## src/rtl/adder_share_arbiter.sv

```systemverilog
// Round-robin arbiter that time-shares one WIDTH-bit adder among N_REQ requesters.
// One transaction in flight: accept (IDLE) -> add (CALC) -> hold result until taken (RESP).
module adder_share_arbiter #(
    parameter int N_REQ = 4,
    parameter int WIDTH = 4
) (
    input  logic                     clk,
    input  logic                     rst,
    input  logic [N_REQ-1:0]         req_valid,
    input  logic [N_REQ*WIDTH-1:0]   req_a,
    input  logic [N_REQ*WIDTH-1:0]   req_b,
    output logic [N_REQ-1:0]         req_ready,
    output logic                     rsp_valid,
    input  logic                     rsp_ready,
    output logic [WIDTH:0]           rsp_sum,
    output logic [$clog2(N_REQ)-1:0] rsp_id,
    output logic [7:0]               op_count,
    output logic                     busy
);
    localparam int ID_W = $clog2(N_REQ);

    typedef enum logic [1:0] {IDLE, CALC, RESP} state_t;

    state_t            state_reg, state_next;
    logic [ID_W-1:0]   rr_ptr_reg;
    logic [WIDTH-1:0]  a_reg, b_reg;
    logic [ID_W-1:0]   id_reg;
    logic              rsp_valid_reg;
    logic [WIDTH:0]    rsp_sum_reg;
    logic [ID_W-1:0]   rsp_id_reg;
    logic [7:0]        op_count_reg;

    logic [WIDTH-1:0]  a_slice [N_REQ];
    logic [WIDTH-1:0]  b_slice [N_REQ];
    logic              grant_found;
    logic [ID_W-1:0]   grant_id;
    logic [ID_W-1:0]   rr_ptr_next;

    genvar gi;
    generate
        for (gi = 0; gi < N_REQ; gi++) begin : g_slice
            assign a_slice[gi] = req_a[gi*WIDTH +: WIDTH];
            assign b_slice[gi] = req_b[gi*WIDTH +: WIDTH];
        end
    endgenerate

    // Scan from rr_ptr upward, wrapping at N_REQ; the first pending requester wins.
    always_comb begin
        int              idx;
        logic [ID_W-1:0] idx_sel;
        grant_found = 1'b0;
        grant_id    = '0;
        idx         = 0;
        idx_sel     = '0;
        for (int k = 0; k < N_REQ; k++) begin
            idx = int'(rr_ptr_reg) + k;
            if (idx >= N_REQ) begin
                idx = idx - N_REQ;
            end
            idx_sel = ID_W'(idx);
            if (!grant_found && req_valid[idx_sel]) begin
                grant_found = 1'b1;
                grant_id    = idx_sel;
            end
        end
    end

    assign rr_ptr_next = (rsp_id_reg == ID_W'(N_REQ - 1)) ? '0 : rsp_id_reg + ID_W'(1);

    always_ff @(posedge clk or posedge rst) begin
        if (rst) begin
            state_reg <= IDLE;
        end else begin
            state_reg <= state_next;
        end
    end

    always_comb begin
        state_next = state_reg;
        case (state_reg)
            IDLE:    if (grant_found) state_next = CALC;
            CALC:    state_next = RESP;
            RESP:    if (rsp_ready) state_next = IDLE;
            default: state_next = IDLE;
        endcase
    end

    // rst gates req_ready so nothing is accepted while reset is held.
    always_comb begin
        req_ready = '0;
        busy      = (state_reg != IDLE);
        if (state_reg == IDLE && grant_found && !rst) begin
            req_ready[grant_id] = 1'b1;
        end
    end

    always_ff @(posedge clk or posedge rst) begin
        if (rst) begin
            rr_ptr_reg    <= '0;
            a_reg         <= '0;
            b_reg         <= '0;
            id_reg        <= '0;
            rsp_valid_reg <= 1'b0;
            rsp_sum_reg   <= '0;
            rsp_id_reg    <= '0;
            op_count_reg  <= '0;
        end else begin
            case (state_reg)
                IDLE: begin
                    if (grant_found) begin
                        a_reg  <= a_slice[grant_id];
                        b_reg  <= b_slice[grant_id];
                        id_reg <= grant_id;
                    end
                end
                CALC: begin
                    rsp_sum_reg   <= {1'b0, a_reg} + {1'b0, b_reg};
                    rsp_id_reg    <= id_reg;
                    rsp_valid_reg <= 1'b1;
                end
                RESP: begin
                    if (rsp_ready) begin
                        rsp_valid_reg <= 1'b0;
                        op_count_reg  <= op_count_reg + 8'd1;
                        rr_ptr_reg    <= rr_ptr_next;
                    end
                end
                default: ;
            endcase
        end
    end

    assign rsp_valid = rsp_valid_reg;
    assign rsp_sum   = rsp_sum_reg;
    assign rsp_id    = rsp_id_reg;
    assign op_count  = op_count_reg;

endmodule

```

## config.mk

```make
export PLATFORM = sky130hd
export DESIGN_NAME = adder_share_arbiter
export DESIGN_NICKNAME = d
export VERILOG_FILES = /design/src/rtl/adder_share_arbiter.sv
export SDC_FILE = /design/constraint.sdc
export NUM_CORES = 1
export LEC_CHECK = 0
export ABC_AREA = 1
export CORE_MARGIN = 10
export CORE_UTILIZATION = 40
export CTS_CLUSTER_DIAMETER = 60
export DETAILED_ROUTE_END_ITERATION = 10
export HOLD_SLACK_MARGIN = 0.12
export MAX_ROUTING_LAYER = met4
export PLACE_DENSITY = 0.69
export SYNTH_ARGS = -nofsm -noshare
export SYNTH_HDL_FRONTEND = slang
export SYNTH_SLANG_ARGS = --single-unit
```

## constraint.sdc

```tcl
create_clock -name clk -period 1.8 [get_ports clk]
set_input_delay 0.18 -clock clk [delete_from_list [all_inputs] [get_ports clk]]
set_output_delay 0.18 -clock clk [all_outputs]
set_load 0.05 [all_outputs]
```

---- After elaboration in Yosys (flattened, before gate mapping) ----
Index checks and enable logic that the tools add are counted.
operators by class
  add/sub/neg operators ................... 10
  magnitude comparators ................... 11
  eq/ne operators ......................... 5
  mux-type cells .......................... 35
  bitwise operators ....................... 1
  reduce and logical (&&, ||, !) cells .... 17
operators with widths
  kind                   number
  $mux W2                11
  $mux W4                5
  $bmux W4 S2            2
  $lt A2 B3 Y1 const B   5
  $ge A3 B3 Y1 const B   4
  $mux W1                10
  $add A8 B1 Y8 const B  1
  $bmux W1 S2            4
  $reduce_and A2 Y1      4
  $sub A2 B1 Y2 const B  4
  $add A2 B2 Y3 const B  2
  $logic_and A1 B1 Y1    6
  $pmux W2 S3            1
  $add A4 B4 Y5          1
  $eq A2 B2 Y1 const B   2
  $logic_not A1 Y1       4
  $ne A2 B2 Y1 const B   2
  $reduce_bool A2 Y1     2
  $add A2 B1 Y3 const B  1
  $ge A2 B3 Y1 const B   1
  $not A2 Y3             1
  $add A2 B1 Y2 const B  1
  $demux W1 S2           1
  $eq A2 B1 Y1 const B   1
  other kinds (3)        3
storage, ports and cells
  register bits after elaboration ......... 30
  output and inout bits ................... 21

---- Depth between registers and ports, before layout ----
Gate-level depths: netlist (run 1).
  depth after elaboration ................. 19
  depth in mapped cells ................... 15
  mapped depth without buffers ............ 14

---- Least setup slack after synthesis (run 1) ----
OpenSTA, ideal clock, no wires.
  kind .................................... flip-flop to output port
  from .................................... reg rr_ptr_reg[0]
  to ...................................... out req_ready[0]
  data arrival time ....................... 2.372 ns
  setup slack ............................. -0.752 ns
  cell stages (with the launch flop) ...... 12
  path buffers ............................ 2
  cell sequence ........................... dfrtp_1 -> buf_6 -> nand2_2 -> nand3_2 -> nand2_4 -> inv_2 -> nand2_1 -> nand2_1 -> nand2_1 -> nand3_2 -> buf_4 -> nor3_1
between the ends
  longest elaborated chain between the ends .. 19
ends and longest elaborated chain
  what                                                    RTL line  text
  from (decl)                                             25        logic [ID_W-1:0] rr_ptr_reg;
  from (signal assigned)                                  125       rr_ptr_reg <= rr_ptr_next;
  branches (longest 18 deep; another with $add A2 B1 Y3)  n/a
  $mux W4 (*)                                             92        if (state_reg == IDLE && grant_found && !rst) begin
  to (decl)                                               12        output logic [N_REQ-1:0] req_ready,
Every way passes the cells marked *. The select of a mux whose other input is x is not followed.

---- Worst setup path after layout (run 1) ----
  from .................................... reg rr_ptr_reg[0]
  to ...................................... out req_ready[3]
The elaborated chain is that of the path after synthesis.

==> impl_metrics.py, run 1 <==
metrics = {
    "cells_and_area": {
        "drive_gt1_share_pct": 30.2,
        "syn2layout_area_growth_pct": 67.3,
        "fillers": 417,
        "final_nets": 423,
        "largest_reg_flops": 8,
        "num_antenna_cells": 0,
        "fin_area_mm2": 0.00340,
    },
    "yosys": {
        "synth_ff_type": "dfrtp_1",
        "yosys.area_share.simple_pct": 39.1,
        "synth_xor_area_share_pct": 3.45,
        "syn-num-nets": 330,
        "synth_top_family_by_area": "simple AND/OR/NAND/NOR gates",
        "synth_cell_types": 28,
        "syn_inst": 284,
        "synth_compound_area_share_pct": 4.00,
        "synthesis.area_mm2": 0.00203,
        "synthAdderAreaFrac_pct": 4.68,
        "ys_seq_area_share_pct": 36.9,
        "synth.area.mux_share_pct": 0,
        "yosysWarnings": 0,
        "synth_enable_flop_cells": 0,
        "syn_area_per_cell_um2": 7.16,
        "ys_ff_latch": 30,
        "synthArstFlopShare_pct": 100,
    },
    "timing": {
        "setup_slack_ns": -0.418,
        "drv_slew": 0,
        "tightestPinTransition_ns": 0.513,
        "finalCriticalPeriod_ns": 2.22,
        "relSlewSlack_pct": 65.7,
        "max_freq_ghz": 0.451,
        "setup_violations": 12,
        "rsz0062_at_grt": "yes",
        "skew_ns": 0.00280,
        "period_share_pct": 123,
        "hold_ws_ns": 0.475,
        "timing_hold_violations_final": 0,
    },
    "route": {
        "drt_wl_total_um": 5820,
        "drt_iter0_markers": 44,
        "drc_errors": 0,
        "firstDrtPassIters": 4,
        "routed_via_density": 4.67,
        "wire_per_inst_um": 13.1,
        "num_vias": 2073,
        "drtAntennaViolNets": 0,
    },
    "placed_design": {
        "dpl_cell_area_mm2": 0.00295,
        "io_buffers": 59,
        "gp_congestion": 0.818,
        "hpwl_um": 4220,
        "pre_cts_slack_ns": -0.250,
    },
    "setup_path": {
        "critPathArrivalTime_ns": 2.04,
        "cpPeakStageDelay_ns": 0.45,
        "crit_path_cell_trace": "buf_6 -> nand2_4 -> nand2_4 -> nand2_2 -> nand2_4 -> nor2_8 -> nand2_4 -> nor2_4 -> nor2_8 -> nor3_4 -> buf_12",
        "cp_common_cell": "nand2_4",
        "cp_slowest_cell": "dfrtp_2",
        "worstPathMaxFanout": 5,
        "path_class": "reg -> out",
        "endpoint_kind": "primary output",
        "worstSetupStartpointType": "register",
        "worstPathRequired_ns": 1.62,
    },
    "global_route": {
        "grt_max_degree": 31,
        "grt_remaining_overflow": 0,
        "antenna_found_initial": 0,
        "grt_pass1_wl_um": 9140,
        "grt_use_total_pct": 13.4,
        "grt_pass1_vias": 2067,
    },
    "power": {
        "power_density_mw_per_mm2": 2240,
        "p_total_mw": 7.61,
        "peakVddDrop_v": 0.00117,
        "p_leak_nw": 1.76,
    },
    "floorplan": {
        "core_area_mm2": 0.00482,
        "die_h_um": 91.3,
        "io_pins": 60,
        "start_util_pct": 42.2,
        "die_area_mm2": 0.00833,
        "die_x_um": 91.3,
        "rows": 25,
    },
    "clock_tree": {
        "path_clk_slew_ns": 0.06,
        "holdBufCountCts": 0,
        "cts_root_buf": "clkbuf_8",
        "cts_tree": "done",
        "clkLatencyLatePin_ns": 0.28,
        "htreeDepth": 2,
        "clockBufferDepth": 2,
        "cts_buffers": 5,
        "cts.sinks": 30,
    },
    "run": {
        "max_cap_viol_count": 0,
    },
    "outcome": {
        "run_status": "complete, but fails checks",
        "violations": "negative setup slack",
    },
    "min_path": {
        "hp-class": "reg -> reg",
    },
}
==> through the flow <==
stage | utilization, % | TNS (ns) | instances
after floorplan | - | -0.491 | 284
after global placement | 61.2 | -2.40 | 423
after detailed placement | 61.2 | -2.66 | 423
after CTS | 64.1 | -2.32 | 433
after global routing | 70.6 | -4.99 | 444
final | 70.6 | -3.61 | 444
==> kinds of logic after synthesis <==
kind of cell / after synthesis
xor+xnor: 8
fa+ha+maj: 7
compound gates: 14
buf+inv: 58
flops: 30
simple gates: 167
==> cell type report <==
| class | instances | area (um2) | area share, % |
|---|---|---|---|
| Inverter | 51 | 206 | 6.07 |
| Clock buffer | 7 | 76.3 | 2.24 |
| Sequential cell | 30 | 753 | 22.1 |
| Multi-Input combinational cell | 196 | 1330 | 39.0 |
| Tap cell | 67 | 83.8 | 2.46 |
| Timing Repair Buffer | 93 | 955 | 28.1 |
==> cells in the mapped netlist (2+ instances only) <==
cell / n / share of area [%]
o211ai_1: 2 / 0.74
xnor2_1: 3 / 1.3
nor2_1: 8 / 1.5
inv_2: 5 / 0.92
buf_2: 2 / 0.49
xor2_1: 5 / 2.2
ha_1: 6 / 3.7
dfrtp_1: 30 / 37
nand3_1: 37 / 9.1
buf_4: 3 / 1.1
nor2_8: 2 / 2.0
nand3_2: 3 / 1.5
nand2_4: 2 / 1.1
o21ai_0: 6 / 1.5
inv_1: 45 / 8.3
nor2_4: 2 / 1.1
a21oi_1: 3 / 0.74
o31ai_1: 2 / 0.74
nand2_1: 97 / 18
nor3_1: 5 / 1.2
nand2_2: 9 / 2.8
==> final timing paths <==
path / start / endpoint / slack (ns) / depth (start not counted)
max: rr_ptr_reg[0] / req_ready[3] / -0.42 / 11
min: rsp_sum[0] / rsp_sum[0] / 0.48 / 2
max reg2reg: rr_ptr_reg[0] / b_reg[1] / -0.28 / 16
min reg2reg: rsp_sum[0] / rsp_sum[0] / 0.48 / 2
max in group asynchronous: rst / rr_ptr_reg[0] / 1.01 / 3
min in group asynchronous: rst / state_reg[1] / 0.51 / 3
==> cell usage in the layout (no fill, tap or decap), drive strengths merged <==
| cell type | instances |
|---|---|
| inv | 50 |
| clkbuf | 9 |
| clkinv | 1 |
| nand3 | 40 |
| ha | 6 |
| o21ai | 6 |
| a21oi | 3 |
| nor3 | 5 |
| a31oi | 1 |
| xor2 | 5 |
| fa | 1 |
| buf | 36 |
| dfrtp | 30 |
| o211ai | 2 |
| nand2 | 108 |
| clkdlybuf4s50 | 54 |
| dlygate4sd2 | 1 |
| nand4 | 2 |
| xnor2 | 3 |
| o31ai | 2 |
| nor2 | 12 |
==> where the power goes <==
part / internal (mW) / switching (mW) / total [mW]
logic: 2.48 / 3.42 / 5.90
clock network: 0.265 / 0.222 / 0.487
registers: 0.984 / 0.241 / 1.23
total: 3.73 / 3.88 / 7.61
==> layer usage <==
layer / up-vias / part of all wire (%) / wire length [um] / track usage [%]
met3: 13 / 7.3 / 425 / 6.09
met4: 0 / 1.5 / 87 / 4.05
met1: 935 / 42 / 2450 / 14.8
met2: 59 / 49 / 2870 / 21.4
li1: 1066 / - / - / -
met5: - / 0 / 0 / -
==> critical path: cells and delay by family, from the launching register on <==
| kind | cells | cell delay (ns) |
|---|---|---|
| simple gates | 9 | 0.99 |
| buf+inv | 2 | 0.33 |
| flops | 1 | 0.45 |
==> timing repair <==
action	in CTS	in global routing
endpoints found under the hold margin	0	0
endpoints found under the setup margin	13	14
pin swaps	7	38
resized for setup	14	53
setup buffers	4	10
gates cloned	0	1
(Power assumes the default switching activity.)
==> inputs of run 2 (changes only) <==
--- a/config.mk
+++ b/config.mk
@@ -5,14 +5,16 @@
 export SDC_FILE = /design/constraint.sdc
 export NUM_CORES = 1
 export LEC_CHECK = 0
-export ABC_AREA = 1
+export ABC_AREA = 0
 export CORE_MARGIN = 10
 export CORE_UTILIZATION = 40
 export CTS_CLUSTER_DIAMETER = 60
 export DETAILED_ROUTE_END_ITERATION = 10
 export HOLD_SLACK_MARGIN = 0.12
 export MAX_ROUTING_LAYER = met4
-export PLACE_DENSITY = 0.69
+export PLACE_DENSITY = 0.74
+export SKIP_CTS_REPAIR_TIMING = 1
+export SLEW_MARGIN = 20
 export SYNTH_ARGS = -nofsm -noshare
 export SYNTH_HDL_FRONTEND = slang
 export SYNTH_SLANG_ARGS = --single-unit
==> impl_metrics.py, run 2 <==
metrics = {
    "outcome": {
        "run_status": "complete, but fails checks",
        "violations": "negative setup slack",
    },
    "setup_path": {
        "path_class": "reg -> out",
        "worstPathMaxFanout": 4,
        "worstSetupStartpointType": "register",
        "endpoint_kind": "primary output",
        "worstPathRequired_ns": 1.62,
        "critPathArrivalTime_ns": 1.88,
        "cp_slowest_cell": "or3_4",
        "cpPeakStageDelay_ns": 0.41,
        "crit_path_cell_trace": "or2_4 -> a21o_1 -> or3_4 -> nor3b_4 -> buf_12",
    },
    "route": {
        "drt_wl_total_um": 4420,
        "num_vias": 1392,
        "wirelength_met1_um": 1860,
        "drc_errors": 0,
        "dr.max_layer_used": "met4",
        "firstDrtPassIters": 4,
        "routed_via_density": 5.10,
        "met3WireLength_um": 149,
        "drtAntennaViolNets": 0,
        "wl_met2_um": 2340,
        "wire_per_inst_um": 16.2,
        "drt_iter0_markers": 97,
    },
    "yosys": {
        "synth.area.mux_share_pct": 13.5,
        "syn_area_per_cell_um2": 10.8,
        "synth.top_cells.by_count": "dfrtp_1 (30), nand2_1 (25), mux2i_1 (17)",
        "yosys.area_share.simple_pct": 15.2,
        "ys_seq_area_share_pct": 47.0,
        "synth_compound_area_share_pct": 10.1,
        "synth_xor_area_share_pct": 4.94,
        "synth_top_area_share_pct": 47.0,
        "synth_cell_types": 31,
        "synthesis.area_mm2": 0.00160,
        "syn_inst": 148,
        "synth_ff_type": "dfrtp_1",
        "synth_enable_flop_cells": 0,
        "yosysWarnings": 0,
        "ys_ff_latch": 30,
        "synth_top_family_by_area": "simple AND/OR/NAND/NOR gates",
        "ys_top_cells_by_area": "dfrtp_1 (47%), mux2i_1 (11%), nand2_1 (5.9%)",
        "syn-num-nets": 194,
        "synth_top_area_cell": "dfrtp_1",
        "synthArstFlopShare_pct": 100,
        "synthAdderAreaFrac_pct": 5.96,
        "synth.most_common_cell": "dfrtp_1",
    },
    "global_route": {
        "grt_remaining_overflow": 0,
        "grt_pass1_vias": 1603,
        "antenna_found_initial": 0,
        "grt_pass1_wl_um": 7440,
        "grt_use_total_pct": 13.2,
        "grt_max_degree": 31,
    },
    "clock_tree": {
        "cts.sinks": 30,
        "htreeDepth": 2,
        "cts_tree": "done",
        "path_clk_slew_ns": 0.06,
        "cts_buffers": 5,
        "clockBufferDepth": 2,
        "cts_root_buf": "clkbuf_8",
        "clkLatencyLatePin_ns": 0.28,
    },
    "timing": {
        "max_freq_ghz": 0.485,
        "tightestPinTransition_ns": 0.547,
        "drv_slew": 0,
        "skew_ns": 0.00688,
        "period_share_pct": 115,
        "rsz0062_at_grt": "yes",
        "relSlewSlack_pct": 63.5,
        "setup_violations": 4,
        "timing_hold_violations_final": 0,
        "setup_slack_ns": -0.262,
        "finalCriticalPeriod_ns": 2.06,
        "fin_setup_tns_ns": -0.833,
    },
    "placed_design": {
        "gp_congestion": 0.800,
        "hpwl_um": 3530,
        "io_buffers": 59,
    },
    "floorplan": {
        "die_h_um": 83.2,
        "die_area_mm2": 0.00692,
        "rows": 22,
        "io_pins": 60,
        "core_area_mm2": 0.00377,
        "die_x_um": 83.2,
        "start_util_pct": 42.3,
    },
    "cells_and_area": {
        "syn2layout_area_growth_pct": 58.6,
        "largest_reg_flops": 8,
        "fillers": 272,
        "utilization_pct": 67.2,
        "regArea_um2": 752,
        "final_common_cell": "clkdlybuf4s50_1",
        "num_antenna_cells": 0,
        "layout_common_cells": "clkdlybuf4s50_1 (51), dfrtp_1 (29), nand2_1 (25)",
        "drive_gt1_share_pct": 18.7,
        "multiInputGateArea_um2": 838,
        "final_nets": 270,
    },
    "min_path": {
        "hp-class": "reg -> reg",
    },
    "power": {
        "peakVddDrop_v": 0.000997,
        "power_density_mw_per_mm2": 1690,
        "p_total_mw": 4.28,
        "p_leak_nw": 1.18,
    },
    "run": {
        "max_cap_viol_count": 0,
    },
}
[run 2: changes by cell type after synthesis, sizes merged, moves of 3 or more]
cell | before | now
a21o | 0 | 3
buf | 6 | 3
inv | 51 | 3
mux2 | 0 | 4
mux2i | 0 | 17
nand2 | 108 | 25
nand2b | 0 | 4
nand3 | 40 | 4
nor2 | 12 | 5
nor3 | 5 | 2
nor3b | 0 | 3
o221ai | 0 | 8
xnor2 | 3 | 8
xor2 | 5 | 1
[run 2: cells by family after synthesis]
kind of cell / after synthesis
flops: 30
simple gates: 49
mux: 21
xor+xnor: 9
compound gates: 23
fa+ha+maj: 7
buf+inv: 9
[run 2: path summary, 6_finish.rpt]
kind,start,endpoint,slack (ns),depth (start not counted)
min in group asynchronous,rst,a_reg[1],0.56,3
worst max-delay path,state_reg[1],req_ready[2],-0.26,5
worst min register to register,op_count[7],op_count[7],0.48,1
max in group asynchronous,rst,rr_ptr_reg[1],0.93,3
worst max register to register,rr_ptr_reg[1],a_reg[1],0.12,6
worst min-delay path,op_count[7],op_count[7],0.48,1
[run 2: power by group]
| group | internal [mW] | total [mW] | switching (mW) |
|---|---|---|---|
| clock network | 0.407 | 0.659 | 0.253 |
| registers | 0.966 | 1.21 | 0.243 |
| logic | 1.06 | 2.42 | 1.36 |
[run 2: per-stage QoR]
| step | worst slack, ns | instances | hold WS [ns] | area (um2) |
|---|---|---|---|---|
| floorplan | -0.286 | 148 | 0.271 | 1630 |
| CTS | -0.310 | 269 | 0.476 | 2470 |
| global placement | -0.135 | 261 | 0.460 | 2360 |
| detailed placement | -0.153 | 261 | 0.463 | 2360 |
| global route | -0.337 | 273 | 0.498 | 2530 |
| finish | -0.262 | 273 | 0.475 | 2530 |
[run 2: final cells by class]
type / instances / area share [%]
clock inverters: 3 / 1.58
flip-flops and latches: 30 / 29.7
repair buffers: 75 / 30.1
clock buffers: 5 / 2.72
well taps: 48 / 2.37
multi-input cells: 109 / 33.1
inverters: 3 / 0.445
[run 2: routing by layer]
metal	GRT usage [%]	up-vias
met5	-	-
met4	4.77	0
met3	4.10	7
met2	21.9	34
met1	14.5	673
li1	-	678
[run 2: critical path: cells and delay by family (launching register included)]
family	cells	cell delay (ns)
AND/OR/NAND/NOR	3	0.89
buffers and inverters	1	0.17
flip-flops	1	0.38
AO/OA/AOI/OAI	1	0.17
==> inputs of run 3 (changes only) <==
--- a/config.mk
+++ b/config.mk
@@ -6,13 +6,15 @@
 export NUM_CORES = 1
 export LEC_CHECK = 0
 export ABC_AREA = 0
+export CELL_PAD_IN_SITES_DETAIL_PLACEMENT = 0
+export CELL_PAD_IN_SITES_GLOBAL_PLACEMENT = 1
 export CORE_MARGIN = 10
-export CORE_UTILIZATION = 40
+export CORE_UTILIZATION = 35
 export CTS_CLUSTER_DIAMETER = 60
 export DETAILED_ROUTE_END_ITERATION = 10
 export HOLD_SLACK_MARGIN = 0.12
 export MAX_ROUTING_LAYER = met4
-export PLACE_DENSITY = 0.74
+export PLACE_DENSITY_LB_ADDON = 0.1
 export SKIP_CTS_REPAIR_TIMING = 1
 export SLEW_MARGIN = 20
 export SYNTH_ARGS = -nofsm -noshare
==> constraint.sdc (replaced) <==
create_clock -name clk -period 2.5 [get_ports clk]
set_input_delay 0.25 -clock clk [delete_from_list [all_inputs] [get_ports clk]]
set_output_delay 0.25 -clock clk [all_outputs]
set_load 0.05 [all_outputs]
==> impl_metrics.py, run 3 (synthesized netlist as in run 2, its figures left out) <==
metrics = {
    "placed_design": {
        "hpwl_um": 3310,
        "io_buffers": 59,
        "gp_congestion": 0.733,
    },
    "power": {
        "comb_power_share_pct": 55.3,
        "peakVddDrop_v": 0.000414,
        "power_density_mw_per_mm2": 1190,
        "p_leak_nw": 1.07,
        "switchingPower_mw": 1.26,
        "p_total_mw": 2.82,
        "sequentialPowerShare_pct": 30.4,
        "p_clk_share_pct": 14.3,
        "swShare_pct": 44.8,
        "p_int_mw": 1.56,
    },
    "route": {
        "drtAntennaViolNets": 0,
        "routed_via_density": 5.05,
        "drt_wl_total_um": 4050,
        "firstDrtPassIters": 4,
        "drc_errors": 0,
        "num_vias": 1337,
        "drt_iter0_markers": 56,
        "wire_per_inst_um": 15.3,
    },
    "global_route": {
        "grt_remaining_overflow": 0,
        "grt_max_degree": 31,
        "antenna_found_initial": 0,
        "grt_pass1_wl_um": 6830,
        "grt_pass1_vias": 1430,
        "grt_use_total_pct": 11.5,
    },
    "floorplan": {
        "die_x_um": 87.5,
        "core_area_mm2": 0.00438,
        "start_util_pct": 36.4,
        "io_pins": 60,
        "die_h_um": 87.5,
        "die_area_mm2": 0.00766,
        "rows": 24,
    },
    "cells_and_area": {
        "layout_common_cells": "clkdlybuf4s50_1 (55), dfrtp_1 (30), nand2_1 (25)",
        "largest_reg_flops": 8,
        "final_nets": 258,
        "num_antenna_cells": 0,
        "syn2layout_area_growth_pct": 48.7,
        "fillers": 393,
        "final_common_cell": "clkdlybuf4s50_1",
        "drive_gt1_share_pct": 9.86,
    },
    "timing": {
        "rsz0062_at_grt": "no",
        "period_share_pct": 88.8,
        "setup_violations": 0,
        "max_freq_ghz": 0.451,
        "skew_ns": 0.00949,
        "drv_slew": 0,
        "timing_hold_violations_final": 0,
        "finalCriticalPeriod_ns": 2.22,
        "relSlewSlack_pct": 65.5,
        "tightestPinTransition_ns": 0.518,
        "fin_setup_tns_ns": 0,
    },
    "setup_path": {
        "rr_worst_depth": 6,
        "worstPathMaxFanout": 11,
        "worstPathRequired_ns": 2.25,
        "rrSetupSlack_ns": 0.54,
        "worst_r2r_endpoint": "a_reg[1]",
        "endpoint_kind": "primary output",
        "startpoint": "state_reg[1]",
        "critPathArrivalTime_ns": 1.97,
        "path_class": "reg -> out",
        "worstSetupStartpointType": "register",
        "rr_startpoint": "rr_ptr_reg[1]",
    },
    "clock_tree": {
        "clkLatencyLatePin_ns": 0.28,
        "clockBufferDepth": 2,
        "htreeDepth": 2,
        "path_clk_slew_ns": 0.07,
        "cts_buffers": 5,
        "cts.sinks": 30,
        "cts_root_buf": "clkbuf_8",
        "cts_tree": "done",
    },
    "min_path": {
        "hold_depth": 2,
        "whs_endpoint": "id_reg[1]",
        "min_from": "id_reg[1]",
        "hp-class": "reg -> reg",
    },
    "outcome": {
        "run_status": "complete, no violations",
    },
    "run": {
        "max_cap_viol_count": 0,
    },
}
-- run 3: cell count changes in the layout (fill, tap and decap cells not counted), moves of 2 or more --
cell             delta
buf_4              -12
clkdlybuf4s50_1     +4
nor3_2              +2
nor3_4              -2
-- run 3: worst max path at each step --
stage / endpoint / slack, ns / cells past startpoint
floorplan: req_ready[2] / 0.04 / 5
global placement: req_ready[2] / 0.37 / 6
detailed placement: a_reg[1] / 0.32 / 7
CTS: req_ready[2] / 0.26 / 5
global route: req_ready[0] / 0.17 / 7
finish: req_ready[2] / 0.28 / 5
-- run 3: power groups by stage --
stage | combinational [mW] | sequential, mW | clock (mW)
global placement | 1.55 | 0.861 | 0
global route | 1.71 | 0.899 | 0.438
floorplan | 0.786 | 1.15 | 0
detailed placement | 1.58 | 0.874 | 0
CTS | 1.59 | 0.864 | 0.414
finish | 1.56 | 0.860 | 0.404
-- run 3: critical path, cell delays in order (launching register included) --
cell,delay [ns]
dfrtp_1,0.38
or2_1,0.25
a21o_1,0.18
or3_4,0.45
nor3b_2,0.25
buf_12,0.17
-- run 3: area by class of cell --
class                   count  area, um2  share of cell area, %
inverters                   3       11.3                  0.474
flip-flops and latches     30        751                   31.6
clock inverters             2       12.5                  0.527
repair buffers             63        648                   27.3
multi-input cells         109        803                   33.8
clock buffers               6       82.6                   3.48
well taps                  52       65.1                   2.74
-- run 3: stage by stage --
step / hold slack, ns / cells / worst slack (ns) / instance area, um2 / utilization (%)
3_5_place_dp: 0.461 / 257 / 0.325 / 2280 / 52.0
2_1_floorplan: 0.341 / 148 / 0.0372 / 1610 / -
4_1_cts: 0.478 / 265 / 0.256 / 2370 / 54.1
6_report: 0.475 / 265 / 0.280 / 2370 / 54.1
3_3_place_gp: 0.452 / 257 / 0.373 / 2280 / 52.0
5_1_grt: 0.509 / 265 / 0.167 / 2370 / 54.1
-- run 3: layer usage --
metal	global-route usage, %	vias to the layer above	part of all wire (%)
met5	-	-	0
met2	16.8	43	48
li1	-	654	-
met1	14.7	631	44
met3	3.44	9	5.2
met4	4.20	0	1.9
